$ cat config.mk
export PLATFORM = sky130hd
export DESIGN_NAME = keypad_scanner
export DESIGN_NICKNAME = d
export VERILOG_FILES = /design/src/rtl/keypad_scanner.sv
export SDC_FILE = /design/constraint.sdc
export NUM_CORES = 1
export LEC_CHECK = 0
export CORE_MARGIN = 2
export CORE_UTILIZATION = 60
export CTS_CLUSTER_DIAMETER = 50
export CTS_CLUSTER_SIZE = 14
export DETAILED_ROUTE_END_ITERATION = 8
export PLACE_DENSITY = 0.85
export REMOVE_ABC_BUFFERS = 1
export SYNTH_ARGS = -nofsm -noshare
export SYNTH_HDL_FRONTEND = slang
export SYNTH_SLANG_ARGS = --single-unit
$ cat constraint.sdc
create_clock -name clk -period 4.8 [get_ports clk]
set_input_delay 0.96 -clock clk [delete_from_list [all_inputs] [get_ports clk]]
set_output_delay 0.96 -clock clk [all_outputs]
set_load 0.01 [all_outputs]
$ cat src/rtl/keypad_scanner.sv
// 4x4 matrix keypad scanner with per-key debounce, plus an independent
// debouncer for a raw submit pushbutton. All activity advances on a divided tick.
module keypad_scanner #(
  parameter int tickDiv  = 25000,
  parameter int debTicks = 20
) (
  input  logic       clk,
  input  logic       reset,
  output logic [3:0] row,
  input  logic [3:0] col,
  input  logic       btnSubmit,
  output logic [3:0] num,
  output logic       numPressed,
  output logic [2:0] opt,
  output logic       optPressed,
  output logic       submit
);

  localparam int DivW = (tickDiv > 1) ? $clog2(tickDiv) : 1;
  localparam int CntW = $clog2(debTicks + 1);
  localparam logic [DivW-1:0] DivLast = DivW'(tickDiv - 1);
  localparam logic [CntW-1:0] CntTop  = CntW'(debTicks);

  typedef enum logic [1:0] {SCAN, DEB_PRESS, HELD, DEB_REL} state_e;

  state_e            state_q, state_d;
  logic [DivW-1:0]   div_q, div_d;
  logic [CntW-1:0]   cnt_q, cnt_d;
  logic [CntW-1:0]   sub_cnt_q, sub_cnt_d;
  logic [3:0]        row_q, row_d;
  logic [3:0]        code_q, code_d;
  logic [3:0]        num_q, num_d;
  logic [2:0]        opt_q, opt_d;
  logic              num_pressed_q, num_pressed_d;
  logic              opt_pressed_q, opt_pressed_d;
  logic              submit_q, submit_d;
  logic              sync1_q, sync2_q;

  logic              tick;
  logic              col_idle;
  logic [1:0]        row_idx;
  logic [1:0]        col_idx;
  logic [3:0]        cur_code;
  logic [3:0]        row_next;
  logic [CntW-1:0]   cnt_inc;
  logic [CntW-1:0]   sub_cnt_inc;

  always_ff @(posedge clk or negedge reset) begin
    if (!reset) begin
      state_q       <= SCAN;
      div_q         <= '0;
      cnt_q         <= '0;
      sub_cnt_q     <= '0;
      row_q         <= 4'b1110;
      code_q        <= '0;
      num_q         <= '0;
      opt_q         <= '0;
      num_pressed_q <= 1'b0;
      opt_pressed_q <= 1'b0;
      submit_q      <= 1'b0;
      sync1_q       <= 1'b0;
      sync2_q       <= 1'b0;
    end else begin
      state_q       <= state_d;
      div_q         <= div_d;
      cnt_q         <= cnt_d;
      sub_cnt_q     <= sub_cnt_d;
      row_q         <= row_d;
      code_q        <= code_d;
      num_q         <= num_d;
      opt_q         <= opt_d;
      num_pressed_q <= num_pressed_d;
      opt_pressed_q <= opt_pressed_d;
      submit_q      <= submit_d;
      sync1_q       <= btnSubmit;
      sync2_q       <= sync1_q;
    end
  end

  // Scan decode: the lowest-index low column wins when several are pressed.
  always_comb begin
    tick     = (div_q == DivLast);
    div_d    = tick ? '0 : div_q + 1'b1;
    col_idle = (col == 4'hF);
    row_next = {row_q[2:0], row_q[3]};
    unique case (row_q)
      4'b1101: row_idx = 2'd1;
      4'b1011: row_idx = 2'd2;
      4'b0111: row_idx = 2'd3;
      default: row_idx = 2'd0;
    endcase
    if (!col[0])      col_idx = 2'd0;
    else if (!col[1]) col_idx = 2'd1;
    else if (!col[2]) col_idx = 2'd2;
    else              col_idx = 2'd3;
    cur_code    = {row_idx, col_idx};
    cnt_inc     = (cnt_q == CntTop) ? cnt_q : cnt_q + 1'b1;
    sub_cnt_inc = (sub_cnt_q == CntTop) ? sub_cnt_q : sub_cnt_q + 1'b1;
  end

  always_comb begin
    state_d = state_q;
    if (tick) begin
      unique case (state_q)
        SCAN:      if (!col_idle) state_d = DEB_PRESS;
        DEB_PRESS: begin
          if (col_idle || cur_code != code_q) state_d = SCAN;
          else if (cnt_inc == CntTop)         state_d = HELD;
        end
        HELD:      if (col_idle) state_d = DEB_REL;
        DEB_REL: begin
          if (!col_idle)              state_d = HELD;
          else if (cnt_inc == CntTop) state_d = SCAN;
        end
        default:   state_d = SCAN;
      endcase
    end
  end

  // Row, code, counters and key outputs all move with the state transitions.
  always_comb begin
    row_d         = row_q;
    code_d        = code_q;
    cnt_d         = cnt_q;
    num_d         = num_q;
    opt_d         = opt_q;
    num_pressed_d = num_pressed_q;
    opt_pressed_d = opt_pressed_q;
    if (tick) begin
      unique case (state_q)
        SCAN: begin
          if (col_idle) begin
            row_d = row_next;
          end else begin
            code_d = cur_code;
            cnt_d  = '0;
          end
        end
        DEB_PRESS: begin
          if (!col_idle && cur_code == code_q) begin
            cnt_d = cnt_inc;
            if (cnt_inc == CntTop) begin
              if (code_q < 4'd10) begin
                num_d         = code_q;
                num_pressed_d = 1'b1;
              end else begin
                opt_d         = 3'(code_q - 4'd10);
                opt_pressed_d = 1'b1;
              end
            end
          end
        end
        HELD: begin
          if (col_idle) cnt_d = '0;
        end
        DEB_REL: begin
          if (col_idle) begin
            cnt_d = cnt_inc;
            if (cnt_inc == CntTop) begin
              num_pressed_d = 1'b0;
              opt_pressed_d = 1'b0;
              row_d         = row_next;
            end
          end
        end
        default: ;
      endcase
    end
  end

  // Submit flips only after debTicks consecutive disagreeing ticks.
  always_comb begin
    submit_d  = submit_q;
    sub_cnt_d = sub_cnt_q;
    if (tick) begin
      if (sync2_q != submit_q) begin
        if (sub_cnt_inc == CntTop) begin
          submit_d  = ~submit_q;
          sub_cnt_d = '0;
        end else begin
          sub_cnt_d = sub_cnt_inc;
        end
      end else begin
        sub_cnt_d = '0;
      end
    end
  end

  assign row        = row_q;
  assign num        = num_q;
  assign opt        = opt_q;
  assign numPressed = num_pressed_q;
  assign optPressed = opt_pressed_q;
  assign submit     = submit_q;

endmodule

==> impl_metrics.env <==
export IMPL_drt_total_wl_mm=5.25
export IMPL_tns_ps=0
export IMPL_dr_pass1_iters=4
export IMPL_ir_worst_vdd_v=0.000229
export IMPL_start_util_pct=62.5
export IMPL_clock_latency_ps=310
export IMPL_switching_share_pct=21.5
export IMPL_grt_pass1_vias=1866
export IMPL_final_cells=324
export IMPL_syn_area_um2=2520
export IMPL_die_area_um2=4730
export IMPL_grt_max_degree=48
export IMPL_cts_sinks=47
export IMPL_combPwrFrac_pct=2.9
export IMPL_pin_count=21
export IMPL_core_area_um2=4030
export IMPL_die_h_um=68.8
export IMPL_rrSetupSlack_ps=1920
export IMPL_fin_crit_ps=2880
export IMPL_cts_hold_buf=0
export IMPL_drive_above_1_share_pct=11.7
export IMPL_synth_seq_cells=47
export IMPL_min_from="sync1_q"
export IMPL_fmax_ghz=0.347
export IMPL_final_area_um2=2860
export IMPL_die_x_um=68.8
export IMPL_switchingPower_uw=154
export IMPL_multi_input_area_um2=1260
export IMPL_portBuffers=20
export IMPL_r2r_cells=8
export IMPL_antenna_left=0
export IMPL_cts_root_buf="clkbuf_8"
export IMPL_cap_violations=0
export IMPL_synthToLayoutAreaGrowth_pct=13.6
export IMPL_routabilityCongestion=0.780
export IMPL_cp_start_kind="input port"
export IMPL_hold_viol=0
export IMPL_clockPowerShare_pct=41.4
export IMPL_cts_clk_slew_worst_paths_ps=100
export IMPL_grt_pass1_wl_mm=8.87
export IMPL_synth_edf_count=0
export IMPL_cts_max_level=2
export IMPL_hp_class="reg -> reg"
export IMPL_grt_antenna_before_repair=0
export IMPL_rows=23
export IMPL_cts_resized=0
export IMPL_power_density_nw_per_um2=250
export IMPL_synth_ff_type="dfrtp_1"
export IMPL_nFillCells=296
export IMPL_routedWlPerCell_um=16.2
export IMPL_place_area_um2=2740
export IMPL_slew_headroom_pct=32.1
export IMPL_clock_path_buffers=2
export IMPL_dpl_cell_count=316
export IMPL_status="completed"
export IMPL_cp_data_required_time_ps=4990
export IMPL_cts_buffers=5
export IMPL_cts_tree="built"
export IMPL_syn_inst=253
export IMPL_fin_crit_sh_pct=60.0
export IMPL_finish_utilization_pct=71.0
export IMPL_seq_area_um2=1180
export IMPL_seqPwrFrac_pct=55.7
export IMPL_track_usage_pct=25.3
export IMPL_critPathArrivalTime_ps=3060
export IMPL_async_reset_ff_share_pct=100
export IMPL_hold_end="sync2_q"
export IMPL_leakage_uw=0.00122
export IMPL_num_vias=2010
export IMPL_drt_initial_drc_count=168
export IMPL_dpl_hpwl_mm=3.60
export IMPL_nets=285
export IMPL_crit_fanout=7
export IMPL_synth_cell_types=56
export IMPL_n_antenna_cell=0
export IMPL_synth_warnings=0
export IMPL_grt_overflow=0
export IMPL_syn_avg_cell_area_um2=9.95
export IMPL_slew_viol_final=0
export IMPL_end_kind="flop"
export IMPL_setup_violations=0
export IMPL_regToRegStartpoint="cnt_q[0]"
export IMPL_hold_depth=0
export IMPL_tightestPinTransition_ps=1020
export IMPL_drc=0
export IMPL_finalClockSkew_ps=13.9
export IMPL_r2r_end="opt[0]"
export IMPL_via_per_inst=6.20
export IMPL_cts_setup_buffers=0
export IMPL_rsz0062_at_grt="no"
export IMPL_internal_power_uw=561
export IMPL_crit_type="in -> reg"
export IMPL_yosysSeqAreaShare_pct=46.9
per-layer routing:
metal	vias to the layer above	wire length [µm]	global-route usage (%)
met5	-	0	0
met4	0	82	7.60
met3	8	240	4.87
met2	52	2550	41.0
met1	995	2370	34.5
li1	955	-	-
metrics by stage:
step / setup slack, ps / power, µW / hold WS (ps)
2_1_floorplan: 1240 / 411 / 331
3_3_place_gp: 1720 / 426 / 354
3_5_place_dp: 1620 / 427 / 340
4_1_cts: 1930 / 721 / 383
5_1_grt: 1710 / 742 / 392
6_report: 1920 / 715 / 382
logic make-up (layout without fill, tap and decap cells):
| group | Yosys count | after routing | synth area share, % |
|---|---|---|---|
| AO/OA/AOI/OAI | 52 | 52 | 14.6 |
| XOR/XNOR | 20 | 20 | 6.96 |
| adder cells (fa/ha/maj) | 5 | 5 | 2.49 |
| buffers and inverters | 18 | 39 | 3.28 |
| flip-flops | 47 | 47 | 46.9 |
| multiplexers | 11 | 11 | 4.87 |
| AND/OR/NAND/NOR | 100 | 100 | 20.9 |
final cells by class:
type,instances,share of cell area (%)
flip-flops and latches,47,41.3
multi-input cells,188,44.1
repair buffers,21,7.09
inverters,10,1.31
clock buffers,5,2.41
well taps,50,2.19
clock inverters,3,1.62
worst max-delay path, cell delays in order:
cell and delay [ps]:
clkdlybuf4s50_1 590, and4b_2 250, o211ai_1 160, a32oi_1 330
nand2b_1 80, or3_1 400, mux2_2 290
how the worst max path moves through the flow:
stage	start	end	slack, ps
after floorplan	div_q[4]	opt[0]	1240
after global placement	col[1]	opt[0]	1720
after detailed placement	col[1]	opt[0]	1620
after CTS	col[1]	opt[0]	1930
after global routing	cnt_q[0]	opt[0]	1710
final	col[1]	opt[0]	1920
state kept, by name, indices dropped and copies added, names as in the netlist:
register and count:
row 4, cnt_q 5, num 4, code_q 4, sub_cnt_q 5, numPressed 1
submit 1, sync1_q 1, sync2_q 1, optPressed 1, div_q 15, state_q 2
opt 3
cell usage after synthesis, types with 3 or more instances:
master / instances / share of area (%)
nor2_1: 22 / 3.3
nand3_1: 25 / 5.0
xnor2_1: 8 / 2.8
ha_1: 5 / 2.5
a21oi_1: 8 / 1.6
and3_1: 3 / 0.75
o21ai_0: 18 / 3.6
dfrtp_1: 44 / 44
inv_1: 10 / 1.5
nor2b_1: 3 / 0.75
mux2_2: 10 / 4.5
dfstp_2: 3 / 3.1
xor2_1: 12 / 4.2
clkbuf_1: 6 / 0.89
nand2_1: 22 / 3.3
power by group through the flow:
stage | Sequential (µW) | Clock [µW] | Combinational [µW]
final | 398 | 296 | 21.0
after global placement | 406 | 0 | 20.5
after global routing | 398 | 319 | 24.5
after floorplan | 406 | 0 | 5.23
after detailed placement | 406 | 0 | 21.6
after CTS | 398 | 302 | 21.5
placed cells by master, fill, tap and decap left out, types with 8 or more instances in the layout:
master            n
dfrtp_1          44
nor2_1           22
xnor2_1           8
clkdlybuf4s50_1  19
nand3_1          25
inv_1            10
xor2_1           12
nand2_1          22
a21oi_1           8
mux2_2           10
o21ai_0          18
Note: power is estimated with default switching activity, not from simulation.
